### src/rtl/delay_timer_bank_if.sv
// delay_timer_bank_if: configuration write bus for the delay timer bank.
// The master drives one write per asserted wr_i cycle: the channel index,
// the new terminal count and the new mode bit.
interface delay_timer_bank_if #(
  parameter int SEL_W = 2,
  parameter int CNT_W = 21
);
  logic             wr_i;
  logic [SEL_W-1:0] wr_ch_i;
  logic [CNT_W-1:0] wr_tc_i;
  logic             wr_periodic_i;

  modport master (
    output wr_i,
    output wr_ch_i,
    output wr_tc_i,
    output wr_periodic_i
  );

  modport slave (
    input wr_i,
    input wr_ch_i,
    input wr_tc_i,
    input wr_periodic_i
  );
endinterface

### src/rtl/delay_timer_bank.sv
// delay_timer_bank: CH_N independent programmable delay timers that share one
// tick prescaler. Each channel counts ticks while enabled and pulses ready_o
// for one clock when its terminal count is reached. One channel is also
// mirrored, one clock later, onto ready_sel_o.
// Optional feature macro: DELAY_PERIODIC_EN adds a per-channel periodic mode.
// Without it every channel is one-shot and wr_periodic_i is ignored.
module delay_timer_bank #(
  parameter int CH_N       = 4,
  parameter int SEL_W      = 2,
  parameter int CNT_W      = 21,
  parameter int PRE_DIV    = 50,
  parameter int TC_DEFAULT = 10000
) (
  input  logic                    clk,
  input  logic                    reset,
  input  logic [CH_N-1:0]         en_i,
  input  logic [SEL_W-1:0]        sel_i,
  delay_timer_bank_if.slave       cfg,
  output logic [CH_N-1:0]         ready_o,
  output logic [CH_N-1:0]         busy_o,
  output logic                    ready_sel_o
);

  localparam int PRE_W = (PRE_DIV > 1) ? $clog2(PRE_DIV) : 1;
  localparam int SEL_N = 1 << SEL_W;

  typedef enum logic [1:0] {
    IDLE,
    RUN,
    DONE
  } state_t;

  logic [PRE_W-1:0] presc;
  logic             tick;
  logic [SEL_N-1:0] ready_ext;

  assign tick = (presc == PRE_W'(PRE_DIV - 1));

  // Free-running prescaler; tick marks the last cycle of each period.
  always_ff @(posedge clk) begin
    if (reset) begin
      presc <= '0;
    end else if (tick) begin
      presc <= '0;
    end else begin
      presc <= presc + 1'b1;
    end
  end

  for (genvar k = 0; k < CH_N; k++) begin : g_ch
    state_t           state;
    logic [CNT_W-1:0] cnt;
    logic [CNT_W-1:0] tc;
    logic             periodic;
    logic             wr_hit;
    logic             expire;
    logic             ready_r;
    logic             busy_r;

    assign wr_hit = cfg.wr_i && (cfg.wr_ch_i == SEL_W'(k));
    // Widened compare so tc = 0 or a tc lowered below cnt still expires.
    assign expire = ({1'b0, cnt} + (CNT_W + 1)'(1)) >= {1'b0, tc};

    // Terminal count register, rewritten by a config write to this channel.
    always_ff @(posedge clk) begin
      if (reset) begin
        tc <= CNT_W'(TC_DEFAULT);
      end else if (wr_hit) begin
        tc <= cfg.wr_tc_i;
      end
    end

`ifdef DELAY_PERIODIC_EN
    // Mode register: 1 reloads and keeps running after each expiry.
    always_ff @(posedge clk) begin
      if (reset) begin
        periodic <= 1'b0;
      end else if (wr_hit) begin
        periodic <= cfg.wr_periodic_i;
      end
    end
`else
    assign periodic = 1'b0;
`endif

    // Channel state machine with registered ready/busy outputs.
    always_ff @(posedge clk) begin
      if (reset) begin
        state   <= IDLE;
        cnt     <= '0;
        ready_r <= 1'b0;
        busy_r  <= 1'b0;
      end else begin
        ready_r <= 1'b0;
        if (!en_i[k]) begin
          state  <= IDLE;
          cnt    <= '0;
          busy_r <= 1'b0;
        end else begin
          case (state)
            IDLE: begin
              cnt <= '0;
              if (tc != '0) begin
                state  <= RUN;
                busy_r <= 1'b1;
              end
            end
            RUN: begin
              if (tick) begin
                if (expire) begin
                  ready_r <= 1'b1;
                  cnt     <= '0;
                  if (!periodic) begin
                    state  <= DONE;
                    busy_r <= 1'b0;
                  end
                end else begin
                  cnt <= cnt + 1'b1;
                end
              end
            end
            DONE: begin
              busy_r <= 1'b0;
            end
            default: begin
              state  <= IDLE;
              cnt    <= '0;
              busy_r <= 1'b0;
            end
          endcase
        end
      end
    end

    assign ready_o[k] = ready_r;
    assign busy_o[k]  = busy_r;
  end

`ifndef DELAY_PERIODIC_EN
  logic unused_wr_periodic;
  assign unused_wr_periodic = cfg.wr_periodic_i;
`endif

  // Zero-padded so any out-of-range select reads back as 0.
  assign ready_ext = SEL_N'(ready_o);

  // Legacy single-channel view of the selected ready pulse, one clock late.
  always_ff @(posedge clk) begin
    if (reset) begin
      ready_sel_o <= 1'b0;
    end else begin
      ready_sel_o <= ready_ext[sel_i];
    end
  end

endmodule

### src/flat_wrapper.sv
// flat-port wrapper written by rule: the top's interface ports become plain ports
module delay_timer_bank_flat 
#(
  parameter int CH_N       = 4,
  parameter int SEL_W      = 2,
  parameter int CNT_W      = 21,
  parameter int PRE_DIV    = 50,
  parameter int TC_DEFAULT = 10000
)
  (clk, reset, en_i, sel_i, ready_o, busy_o, ready_sel_o, cfg_wr_i, cfg_wr_ch_i, cfg_wr_tc_i, cfg_wr_periodic_i);
  delay_timer_bank_if #(.SEL_W(SEL_W), .CNT_W(CNT_W)) cfg_i ();
  input  logic clk;
  input  logic reset;
  input  logic [CH_N-1:0] en_i;
  input  logic [SEL_W-1:0] sel_i;
  output logic [CH_N-1:0] ready_o;
  output logic [CH_N-1:0] busy_o;
  output logic ready_sel_o;
  input wire logic [$bits(cfg_i.wr_i)-1:0] cfg_wr_i;
  input wire logic [$bits(cfg_i.wr_ch_i)-1:0] cfg_wr_ch_i;
  input wire logic [$bits(cfg_i.wr_tc_i)-1:0] cfg_wr_tc_i;
  input wire logic [$bits(cfg_i.wr_periodic_i)-1:0] cfg_wr_periodic_i;
  assign cfg_i.wr_i = cfg_wr_i;
  assign cfg_i.wr_ch_i = cfg_wr_ch_i;
  assign cfg_i.wr_tc_i = cfg_wr_tc_i;
  assign cfg_i.wr_periodic_i = cfg_wr_periodic_i;
  delay_timer_bank #(.CH_N(CH_N), .SEL_W(SEL_W), .CNT_W(CNT_W), .PRE_DIV(PRE_DIV), .TC_DEFAULT(TC_DEFAULT)) u_core (.clk(clk), .reset(reset), .en_i(en_i), .sel_i(sel_i), .cfg(cfg_i), .ready_o(ready_o), .busy_o(busy_o), .ready_sel_o(ready_sel_o));
endmodule
### config.mk
export PLATFORM = sky130hd
export DESIGN_NAME = delay_timer_bank_flat
export DESIGN_NICKNAME = d
export VERILOG_FILES = /design/src/rtl/delay_timer_bank_if.sv /design/src/rtl/delay_timer_bank.sv /design/src/flat_wrapper.sv
export SDC_FILE = /design/constraint.sdc
export NUM_CORES = 1
export LEC_CHECK = 0
export CORE_ASPECT_RATIO = 0.75
export CORE_UTILIZATION = 65
export DETAILED_ROUTE_END_ITERATION = 10
export PLACE_DENSITY_LB_ADDON = 0.2
export RECOVER_POWER = 25
export SLEW_MARGIN = 20
export SYNTH_ARGS = -nofsm -noshare
export SYNTH_HDL_FRONTEND = slang
export SYNTH_SLANG_ARGS = --single-unit
### constraint.sdc
create_clock -name clk -period 7.4 [get_ports clk]
set_input_delay 2.22 -clock clk [delete_from_list [all_inputs] [get_ports clk]]
set_output_delay 2.22 -clock clk [all_outputs]
set_load 0.005 [all_outputs]
Word-level counts from Yosys, hierarchy flattened --
Cells that the tools add are included.
Word-level totals: output and inout port bits 9, bits in registers 191, logic and storage cells 157, input port bits 33
Cells by class: add/sub/neg operators 9, multiplexer cells 50, equal/unequal tests 24, bitwise operators 13, magnitude comparators 5, reductions and logical operators 34
Operators by type and width (count):
- 21-bit 2-to-1 mux | 8
- 21-bit case mux with 2 select lines | 4
- 21-bit by 1-bit adder with 22-bit output (second input constant) | 4
- 22-bit by 21-bit greater-or-equal comparator with 1-bit output | 4
- 21-bit by 1-bit adder with 21-bit output (second input constant) | 4
- 21-bit nonzero test | 4
- 2-bit 2-to-1 mux | 12
- 2-bit by 1-bit inequality test with 1-bit output (second input constant) | 12
- 2-bit case mux with 3 select lines | 4
- 1-bit 2-to-1 mux | 17
- 4-bit AND reduction | 4
- 4-bit OR reduction | 4
- 1-bit inverter | 13
- 2-bit equality test (second input constant) | 6
- 3-bit AND reduction | 4
- 2-bit by 1-bit equality test with 1-bit output (second input constant) | 5
- 2-bit zero test | 5
- 2-bit OR reduction | 5
- 1-bit case mux with 2 select lines | 4
- 2-bit AND reduction | 4
- 6-bit by 1-bit adder with 6-bit output (second input constant) | 1
- 6-bit equality test (second input constant) | 1
- 1-bit logical AND | 4
- 2-bit by 3-bit less-than comparator with 1-bit output (second input constant) | 1
- 1-bit binary-select mux with 2-bit select | 1

Longest topological paths before layout --
word-level depth 5, mapped depth 15, gate-level depth less buffers 13

Worst setup path after synthesis --
OpenSTA, ideal clock, no wires.
kind input to register, start point input reset, end point register u_core.g_ch[2].cnt[13], setup time 0.070 ns, cell stages on the path 7, data required time 7.330 ns, path buffers 1, data arrival time 3.689 ns, path slack 3.641 ns, path through nand2b_1 > nor4_2 > o311ai_1 > nor4b_2 > buf_2 > o21ai_0 > a21oi_1
On the way: longest elaborated chain between the ends 1
Ends and longest elaborated chain:
- from (decl) | RTL line flat_wrapper.sv:13 | input logic reset;
- 2-bit OR reduction (no line)
- to (signal assigned) | RTL line delay_timer_bank.sv:118 | cnt <= cnt + 1'b1;
- to (decl) | RTL line delay_timer_bank.sv:52 | logic [CNT_W-1:0] cnt;
No other way between the ends. A chain may end at the register's enable or synchronous reset.

Worst setup path in the final report --
start point input reset, end point register u_core.g_ch[3].cnt[11]
On the way: longest elaborated chain between the ends 1
Ends and longest elaborated chain (RTL line):
- 2-bit OR reduction (no line)
- to (signal assigned) | delay_timer_bank.sv:118
- to (decl) | delay_timer_bank.sv:52
No other way between the ends.

==> flow_metrics.env <==
export IMPL_portBuffers=40
export IMPL_synthSimpleGateAreaFrac=0.238
export IMPL_maxCapViolations=1
export IMPL_diodes=0
export IMPL_grt_max_degree=54
export IMPL_yosys_area_top_type="dfxtp_1"
export IMPL_period_needed_ns=5.03
export IMPL_dpl_hpwl_um=18800
export IMPL_synth_flop_cell="dfxtp_1"
export IMPL_numCtsBuffers=17
export IMPL_async_flop_share=0
export IMPL_grt_pass1_vias=8723
export IMPL_syn_area_sq_um=10700
export IMPL_antenna_found_initial=0
export IMPL_route_vias_total=9492
export IMPL_crit_chain="clkbuf_1, buf_4, nor2b_1, and3_1, and3_1, a22o_1"
export IMPL_status="complete, but fails checks"
export IMPL_synth_edf_count=0
export IMPL_fin_skew_ns=0.00614
export IMPL_syn_inst=1311
export IMPL_synth_adder_area_share=0.105
export IMPL_row_count=40
export IMPL_synth_most_common_cell="nand2_1"
export IMPL_grt_pass1_wl_um=42600
export IMPL_avgRoutedWirePerCell_um=17.0
export IMPL_yosysWarnings=0
export IMPL_p_per_area_nw_per_um2=190
export IMPL_overflow=0
export IMPL_crit_top_cell="and3_1"
export IMPL_ys_top_cells_by_area="dfxtp_1 36%, ha_1 11%, nand2_1 7.5%, a21oi_1 5.5%, xnor2_1 4.5%"
export IMPL_drive_above_1_share=0.0472
export IMPL_die_height_um=113
export IMPL_core_area_sq_um=16000
export IMPL_synth_top_family_by_area="simple AND/OR/NAND/NOR gates"
export IMPL_synthTopCellsByCount="214 x nand2_1, 191 x dfxtp_1, 117 x a21oi_1, 99 x inv_1, 90 x ha_1"
export IMPL_final_area_sq_um=11800
export IMPL_setup_viol=0
export IMPL_die_x_um=150
export IMPL_htree_levels=4
export IMPL_tightestPinTransition_ns=1.96
export IMPL_crit_fanout=53
export IMPL_avgViaCountPerCell=6.14
export IMPL_fin_crit_sh=0.680
export IMPL_rsz0062_at_grt="no"
export IMPL_slew_headroom=-0.310
export IMPL_final_hold_violation_count=0
export IMPL_ioPinCount=42
export IMPL_path_class="primary input to register"
export IMPL_start_util=0.667
export IMPL_hold_path_class="register to register"
export IMPL_ys_types=65
export IMPL_totalWireLength_um=26300
export IMPL_post_cts_buffers=0
export IMPL_placed_cell_area_sq_um=11200
export IMPL_cts_tree="done"
export IMPL_synth_seq_cells=191
export IMPL_synth_compound_area_frac=0.170
export IMPL_slowest_stage="clkbuf_1"
export IMPL_ys_seq_area_frac=0.358
export IMPL_synth_top_area_frac=0.358
export IMPL_worst_ep_required_time_ns=7.73
export IMPL_violations="capacitance limit, slew limit"
export IMPL_worstPathArrival_ns=5.36
export IMPL_tns_ns=0
export IMPL_ir_drop_mv=0.145
export IMPL_dieArea_sq_um=17000
export IMPL_cp_end_kind="register"
export IMPL_drt_iter0_drc=902
export IMPL_startpoint_type="primary input"
export IMPL_avgSynthCellArea_sq_um=8.15
export IMPL_cts_resized=0
export IMPL_nets=1445
export IMPL_clock_sinks=191
export IMPL_drt_first_pass_iters=7
export IMPL_syn2layout_area_growth_pct=10.9
export IMPL_muxShareOfSynthArea=0.00316
export IMPL_p_leak_nw=4.84
export IMPL_holdBufCountCts=0
export IMPL_postRouteAntennaNets=0
export IMPL_critPathMaxStageDelay_ns=1.37
export IMPL_max_freq_ghz=0.199
export IMPL_syn_nets=1434
export IMPL_cts_clk_slew_worst_paths_ns=0.07
export IMPL_clk_latency_ns=0.44
export IMPL_drv_slew=46
export IMPL_cts_root_buf="clkbuf_16"
export IMPL_cts_path_max_buffers=2
export IMPL_synth_xor_area_share=0.0648
export IMPL_grtUsageTotal=0.319
export IMPL_gp_congestion=0.905
export IMPL_drc=0
[power breakdown]
group          switching (mW)  internal (mW)  total (mW)
sequential             0.0165           1.05        1.07
combinational          0.0843         0.0552       0.140
clock                   0.404          0.645        1.05
[final timing paths]
kind,start,endpoint,slack (ns),depth (start not counted)
setup / recovery,reset,u_core.g_ch[3].cnt[11],2.37,6
hold reg to reg,u_core.g_ch[3].tc[3],u_core.g_ch[3].tc[3],0.46,2
setup reg to reg,u_core.g_ch[1].cnt[5],u_core.g_ch[1].cnt[20],3.15,12
hold / removal,u_core.g_ch[3].tc[3],u_core.g_ch[3].tc[3],0.46,2
[registers in the layout, indices dropped and copies added (netlist names)]
name	count
u_core.g_ch.busy_r	4
u_core.g_ch.state	8
u_core.g_ch.ready_r	4
u_core.g_ch.tc	84
u_core.g_ch.cnt	84
u_core.ready_sel_o	1
u_core.presc	6
[placed cells by master, fill, tap and decap left out, types with 7 or more instances in the layout]
cell type,instances
a211o_1,19
a21o_1,7
a21oi_1,117
a22o_1,48
a31oi_1,20
and3_1,24
and4_1,8
buf_4,11
clkbuf_16,17
clkdlybuf4s50_1,38
dfxtp_1,191
ha_1,90
inv_1,99
nand2_1,214
nand2b_1,17
nand3_1,68
nand3b_1,11
nand4_1,26
nor2_1,60
nor2b_1,9
nor3_1,21
nor4_1,24
o21a_1,7
o21ai_0,22
or2_2,8
xnor2_1,55
xor2_1,24
[per-stage QoR]
stage / hold WS (ns) / worst slack (ns) / power, mW / utilization / cells
after detailed placement: 0.451 / 2.85 / 1.22 / 0.698 / 1513
after CTS: 0.460 / 3.20 / 2.25 / 0.740 / 1545
final: 0.460 / 2.37 / 2.25 / 0.740 / 1545
after global placement: 0.444 / 2.84 / 1.22 / 0.698 / 1513
after global routing: 0.483 / 2.20 / 2.31 / 0.740 / 1545
after floorplan: 0.436 / 3.64 / 1.17 / - / 1311
[cells by family after synthesis]
family                   Yosys count
AND/OR/NAND/NOR                  515
buffers and inverters            158
multiplexers                       2
XOR/XNOR                          79
flip-flops                       191
adder cells (fa/ha/maj)           90
AO/OA/AOI/OAI                    276
[final cells by class]
class                      instances  area, sq um
clock buffer                      23          498
sequential                       191         3820
tap                              210          263
fill                            1278         4170
clock inverter                     9          178
timing repair buffer              51          477
inverter                          99          372
multi-input combinational        962         6240
[worst max-delay path, delay by kind of cell]
family,cells,cell delay [ns]
and+or+nand+nor,3,0.75
AOI/OAI and AO/OA,1,0.31
buffers and inverters,2,2.04
[layer usage]
| layer | GRT usage | part of all wire | up-vias |
|---|---|---|---|
| li1 | - | - | 4626 |
| met1 | 0.447 | 0.46 | 4511 |
| met2 | 0.504 | 0.45 | 313 |
| met3 | 0.0520 | 0.070 | 42 |
| met4 | 0.0929 | 0.018 | 0 |
| met5 | 0 | 0 | - |
Power figures use the tool's default switching activity.
==> edit 1 (same settings) <==
Encoding of `state_t`: now one-hot (3 bits for 3 states).
--- a/src/rtl/delay_timer_bank.sv
+++ b/src/rtl/delay_timer_bank.sv
@@ -24,10 +24,10 @@
   localparam int PRE_W = (PRE_DIV > 1) ? $clog2(PRE_DIV) : 1;
   localparam int SEL_N = 1 << SEL_W;
 
-  typedef enum logic [1:0] {
-    IDLE,
-    RUN,
-    DONE
+  typedef enum logic [2:0] {
+    IDLE = 3'b001,
+    RUN  = 3'b010,
+    DONE = 3'b100
   } state_t;
 
   logic [PRE_W-1:0] presc;
Behaviour: same outputs for any inputs over 4 cycles, from zero or initial values and one cycle with reset high; so few cycles prove little.
==> edit 1 against the unedited design <==
  * The run still ends with max-capacitance violations, max-slew violations left
  * Total power down 3.0%
  * Critical path type unchanged
  * Worst hold slack lost 0.0070 ns
  * Sequential cell count rose by 4
  * Setup slack got worse by 0.41 ns
  * Synthesized area rose by 6.2%
  * Design area up 4.0%
  * Fmax shrank 7.5%
  * Wire length grew 3.2%
==> edit 1: results (changes against the unedited design) <==
| Metric | Value |
|---|---|
| Count of final max-slew check failures | `51 (was 46)` |
| Non-clock buffers, area share | `0.0382 (was 0.0402)` |
| GPL Wtd Cong | `0.886 (was 0.905)` |
| Drt first-iter violations | `880 (was 902)` |
| Final #Nets | `1555 (was 1445)` |
| Pin count of the biggest net entering global routing | `51 (was 54)` |
| Mapped Cells | `1441 (was 1311)` |
| DP Area | `0.0117 mm² (was 0.0112 mm²)` |
| Vias in the first global route | `9226 (was 8723)` |
| Failing checks | `max-capacitance violations, max-slew violations (unchanged)` |
| Footprint of the multi-input gates | `0.00673 mm² (was 0.00624 mm²)` |
| Status | `finished with violations (unchanged)` |
| Arrival time worst endpoint | `5.78 ns (was 5.36 ns)` |
| Sequential share of cell area | `0.317 (was 0.323)` |
| First-pass GRT wire length | `45.0 mm (was 42.6 mm)` |
| Clock sinks | `195 (was 191)` |
| P_sw | `0.000531 W (was 0.000505 W)` |
| Worst Path Max Fanout | `50 (was 53)` |
| Clock power share | `0.431 (was 0.466)` |
| Clk cell area share | `0.0484 (was 0.0570)` |
| Crit path time final | `5.44 ns (was 5.03 ns)` |
| Static leakage | `4.90 nW (was 4.84 nW)` |
| Clock Skews | `0.0104 ns (was 0.00614 ns)` |
| Distinct cells, synth | `67 (was 65)` |
| Hold path start | `u_core.g_ch[3].cnt[19] (was u_core.g_ch[3].tc[3])` |
| CP max stage delay | `1.52 ns (was 1.37 ns)` |
| Max-cap check violation count | `1 (unchanged)` |
| Inverters, non-clock | `95 (was 99)` |
| Area contributors post-synth | `dfxtp_1, ha_1, nand2_1 (unchanged)` |
| Cell Pwr Density | `177 mW/mm² (was 190 mW/mm²)` |
| Max IR drop VDD | `0.0000998 V (was 0.000145 V)` |
| Final hold slack | `0.453 ns (was 0.460 ns)` |
| Slew margin rel. | `-0.444 (was -0.310)` |
| Finished Layout Cells | `1660 (was 1545)` |
| GRT Overall Usage | `0.313 (was 0.319)` |
| Drt pass-1 iters | `5 (was 7)` |
[edit 1: cells by family after synthesis]
logic type	Yosys count	synth area share
AND/OR/NAND/NOR	614	0.266
adder cells (fa/ha/maj)	90	0.0993
multiplexers	2	0.00298
XOR/XNOR	80	0.0618
buffers and inverters	173	0.0649
AO/OA/AOI/OAI	287	0.161
flip-flops	195	0.344
[edit 1: metal layers]
metal,vias up,track usage,part of all wire
met1,4745,0.422,0.46
met5,-,0,0
met2,300,0.502,0.45
li1,4984,-,-
met4,0,0.129,0.024
met3,45,0.0549,0.063
[edit 1: worst paths after layout]
| path | to | cells after the start |
|---|---|---|
| setup / recovery | u_core.g_ch[0].cnt[17] | 7 |
| hold / removal | u_core.g_ch[3].cnt[19] | 2 |
| setup reg to reg | u_core.g_ch[3].cnt[6] | 13 |
| hold reg to reg | u_core.g_ch[3].cnt[19] | 2 |
==> edit 2 (same flow settings) <==
Without the edit above. `SEL_W` is set to 2 in 3 places; all go to 4.
--- a/src/rtl/delay_timer_bank_if.sv
+++ b/src/rtl/delay_timer_bank_if.sv
@@ -2,7 +2,7 @@
 // The master drives one write per asserted wr_i cycle: the channel index,
 // the new terminal count and the new mode bit.
 interface delay_timer_bank_if #(
-  parameter int SEL_W = 2,
+  parameter int SEL_W = 4,
   parameter int CNT_W = 21
 );
   logic             wr_i;
--- a/src/rtl/delay_timer_bank.sv
+++ b/src/rtl/delay_timer_bank.sv
@@ -6,7 +6,7 @@
 // Without it every channel is one-shot and wr_periodic_i is ignored.
 module delay_timer_bank #(
   parameter int CH_N       = 4,
-  parameter int SEL_W      = 2,
+  parameter int SEL_W      = 4,
   parameter int CNT_W      = 21,
   parameter int PRE_DIV    = 50,
   parameter int TC_DEFAULT = 10000
--- a/src/flat_wrapper.sv
+++ b/src/flat_wrapper.sv
@@ -2,7 +2,7 @@
 module delay_timer_bank_flat 
 #(
   parameter int CH_N       = 4,
-  parameter int SEL_W      = 2,
+  parameter int SEL_W      = 4,
   parameter int CNT_W      = 21,
   parameter int PRE_DIV    = 50,
   parameter int TC_DEFAULT = 10000
Ports: changed (resized cfg_wr_ch_i and sel_i); port bits go from 42 to 46. The function was not compared with the original's and may differ.
==> edit 2 against the unedited design <==
  * The run still ends with max-capacitance violations, max-slew violations left
  * Design area up 0.89%
  * First-iteration DRC count down 16%
  * Setup slack worse by 0.15 ns
  * Wire length up 2.2%
  * Clock power down 6%
  * Sequential cell count unchanged
  * Total power down 5.0%
  * Count of clock-buffer cells in the layout down 4
  * Worst hold slack better by 0.0096 ns
  * Register-to-register slack worse by 0.42 ns
  * Fmax down 2.9%
  * Cell count up 2.7%
  * Non-clock buffer count up 2
  * Synthesized area up 1.5%
  * Largest power group unchanged
==> edit 2: results (changes against the unedited design) <==
| Metric | Value |
|---|---|
| Status | `finished with violations (unchanged)` |
| Failing checks | `max-capacitance violations, max-slew violations (unchanged)` |
| Hold path start | `u_core.g_ch[3].tc[1] (was u_core.g_ch[3].tc[3])` |
| First-pass GRT wire length | `44.0 mm (was 42.6 mm)` |
| Drt pass-1 iters | `5 (was 7)` |
| Root buffer selected by CTS | `clkbuf_16 (unchanged)` |
| Static leakage | `4.75 nW (was 4.84 nW)` |
| DR WL met2 | `12.2 mm (was 11.9 mm)` |
| Later-pin clock latency in the skew report | `0.44 ns (about the same)` |
| Placed cell count | `1554 (was 1513)` |
| Clock slew at reported path FFs | `0.07 ns (about the same)` |
| CTS resizes | `0 (unchanged)` |
| Yosys warns | `0 (unchanged)` |
| Final WL | `26.9 mm (was 26.3 mm)` |
| Length of routed met3 wiring | `1.87 mm (was 1.84 mm)` |
| DRT met1 WL | `12.4 mm (was 12.1 mm)` |
| Layout cell share with drive strength beyond 1 | `0.0472 (about the same)` |
| Most used DFF post-synth | `dfxtp_1 (unchanged)` |
| GRT Overall Usage | `0.324 (was 0.319)` |
| Fillcell total | `1245 (was 1278)` |
| Count of final max-slew check failures | `100 (was 46)` |
| IO buf count | `44 (was 40)` |
| Worst Path Max Fanout | `59 (was 53)` |
| Mean Syn Cell Area | `7.98 µm² (was 8.15 µm²)` |
| Antenna violations before repair | `0 (unchanged)` |
| Max-cap check violation count | `2 (was 1)` |
| Drt first-iter violations | `758 (was 902)` |
| Area contributors post-synth | `dfxtp_1, ha_1, nand2_1 (unchanged)` |
| Wire per inst | `17.0 µm (about the same)` |
| Top Registers | `u_core.g_ch.cnt: 84 flops, u_core.g_ch.tc: 84 flops, u_core.g_ch.state: 8 flops (unchanged)` |
| Post-CTS setup buffers | `0 (unchanged)` |
| CTS max path bufs | `2 (unchanged)` |
| H-tree depth | `4 (unchanged)` |
| Max Used Layer | `met4 (unchanged)` |
| R2r startpoint | `u_core.g_ch[0].cnt[0] (was u_core.g_ch[1].cnt[5])` |
| Vias per cell | `6.18 (was 6.14)` |
| Pin count of the biggest net entering global routing | `60 (was 54)` |
| Dpl hpwl | `19.1 mm (was 18.8 mm)` |
| GPL Wtd Cong | `0.844 (was 0.905)` |
| Arrival time worst endpoint | `5.39 ns (was 5.36 ns)` |
| Async set-reset flop share out of synthesis | `0 (unchanged)` |
| Vias in the first global route | `9058 (was 8723)` |
| Max IR drop VDD | `0.000145 V (about the same)` |
| Distinct cells, synth | `59 (was 65)` |
| Slew margin rel. | `-0.623 (was -0.310)` |
| Final #Nets | `1490 (was 1445)` |
| Clock Skews | `0.00848 ns (was 0.00614 ns)` |
| Hold Crit Class | `flip-flop to flip-flop (unchanged)` |
| Top cells by count, synth | `nand2_1, dfxtp_1, a21oi_1, inv_1 (was nand2_1, dfxtp_1, a21oi_1, inv_1, ha_1)` |
| CP Launch Point | `reset (unchanged)` |
| Share of the yosys chip area belonging to registers | `0.353 (was 0.358)` |
| CTS Buf Count | `17 (unchanged)` |
edit 2: changes by cell type in the layout (fill, tap and decap cells not counted), moves of 9 or more:
cell	change
nor2b_1	+11
a31oi_1	-17
nor2_1	+30
nand3_1	-24
a21oi_1	-13
a22oi_1	+13
nand2_1	+13
a22o_1	-24
a21o_1	+16
nand4_1	+20
nor4_1	+9
edit 2: stage by stage:
stage	area [µm²]	hold slack [ns]	worst slack, ns
5_1_grt	12000	0.471	2.00
3_5_place_dp	11300	0.455	2.91
6_report	12000	0.470	2.22
2_1_floorplan	10800	0.436	3.62
4_1_cts	11900	0.466	2.88
3_3_place_gp	11300	0.444	3.02
edit 2: layer usage:
layer / vias up / GRT usage
li1: 4785 / -
met1: 4627 / 0.450
met2: 351 / 0.522
met3: 44 / 0.0532
met4: 0 / 0.0847
met5: - / 0
edit 2: cell families (layout without fill, tap and decap cells):
logic type / after synthesis / after routing / share of synthesized area
xor gates and xnor gates: 69 / 69 / 0.0557
and+or+nand+nor: 576 / 576 / 0.258
buffers and inverters: 164 / 182 / 0.0621
AOI/OAI and AO/OA: 264 / 264 / 0.162
adders and majority gates: 90 / 90 / 0.104
DFF: 191 / 191 / 0.353
muxes: 4 / 4 / 0.00508
edit 2: critical path: stages:
cell and delay [ns]:
clkbuf_1 1.21, clkbuf_1 1.82, a21oi_1 0.09
edit 2: worst paths after layout:
check,endpoint,slack (ns),cells after the start
worst max-delay path,u_core.g_ch[2].tc[17],2.22,3
worst min-delay path,u_core.g_ch[3].tc[1],0.47,2
worst max register to register,u_core.g_ch[0].state[1],2.73,13
worst min register to register,u_core.g_ch[3].tc[1],0.47,2
edit 2: area by class of cell:
type / instances / share of cell area
Tap cell: 210 / 0.0220
Clock inverter: 13 / 0.0149
Multi-Input combinational cell: 1003 / 0.533
Sequential cell: 191 / 0.320
Timing Repair Buffer: 53 / 0.0417
Clock buffer: 19 / 0.0379
Inverter: 97 / 0.0305
edit 2: report_power, final:
| group | internal [W] | total [W] | switching [W] |
|---|---|---|---|
| Sequential | 0.00104 | 0.00105 | 0.00000953 |
| Clock | 0.000558 | 0.000987 | 0.000429 |
| Combinational | 0.0000410 | 0.000107 | 0.0000659 |
| Total | 0.00164 | 0.00214 | 0.000504 |
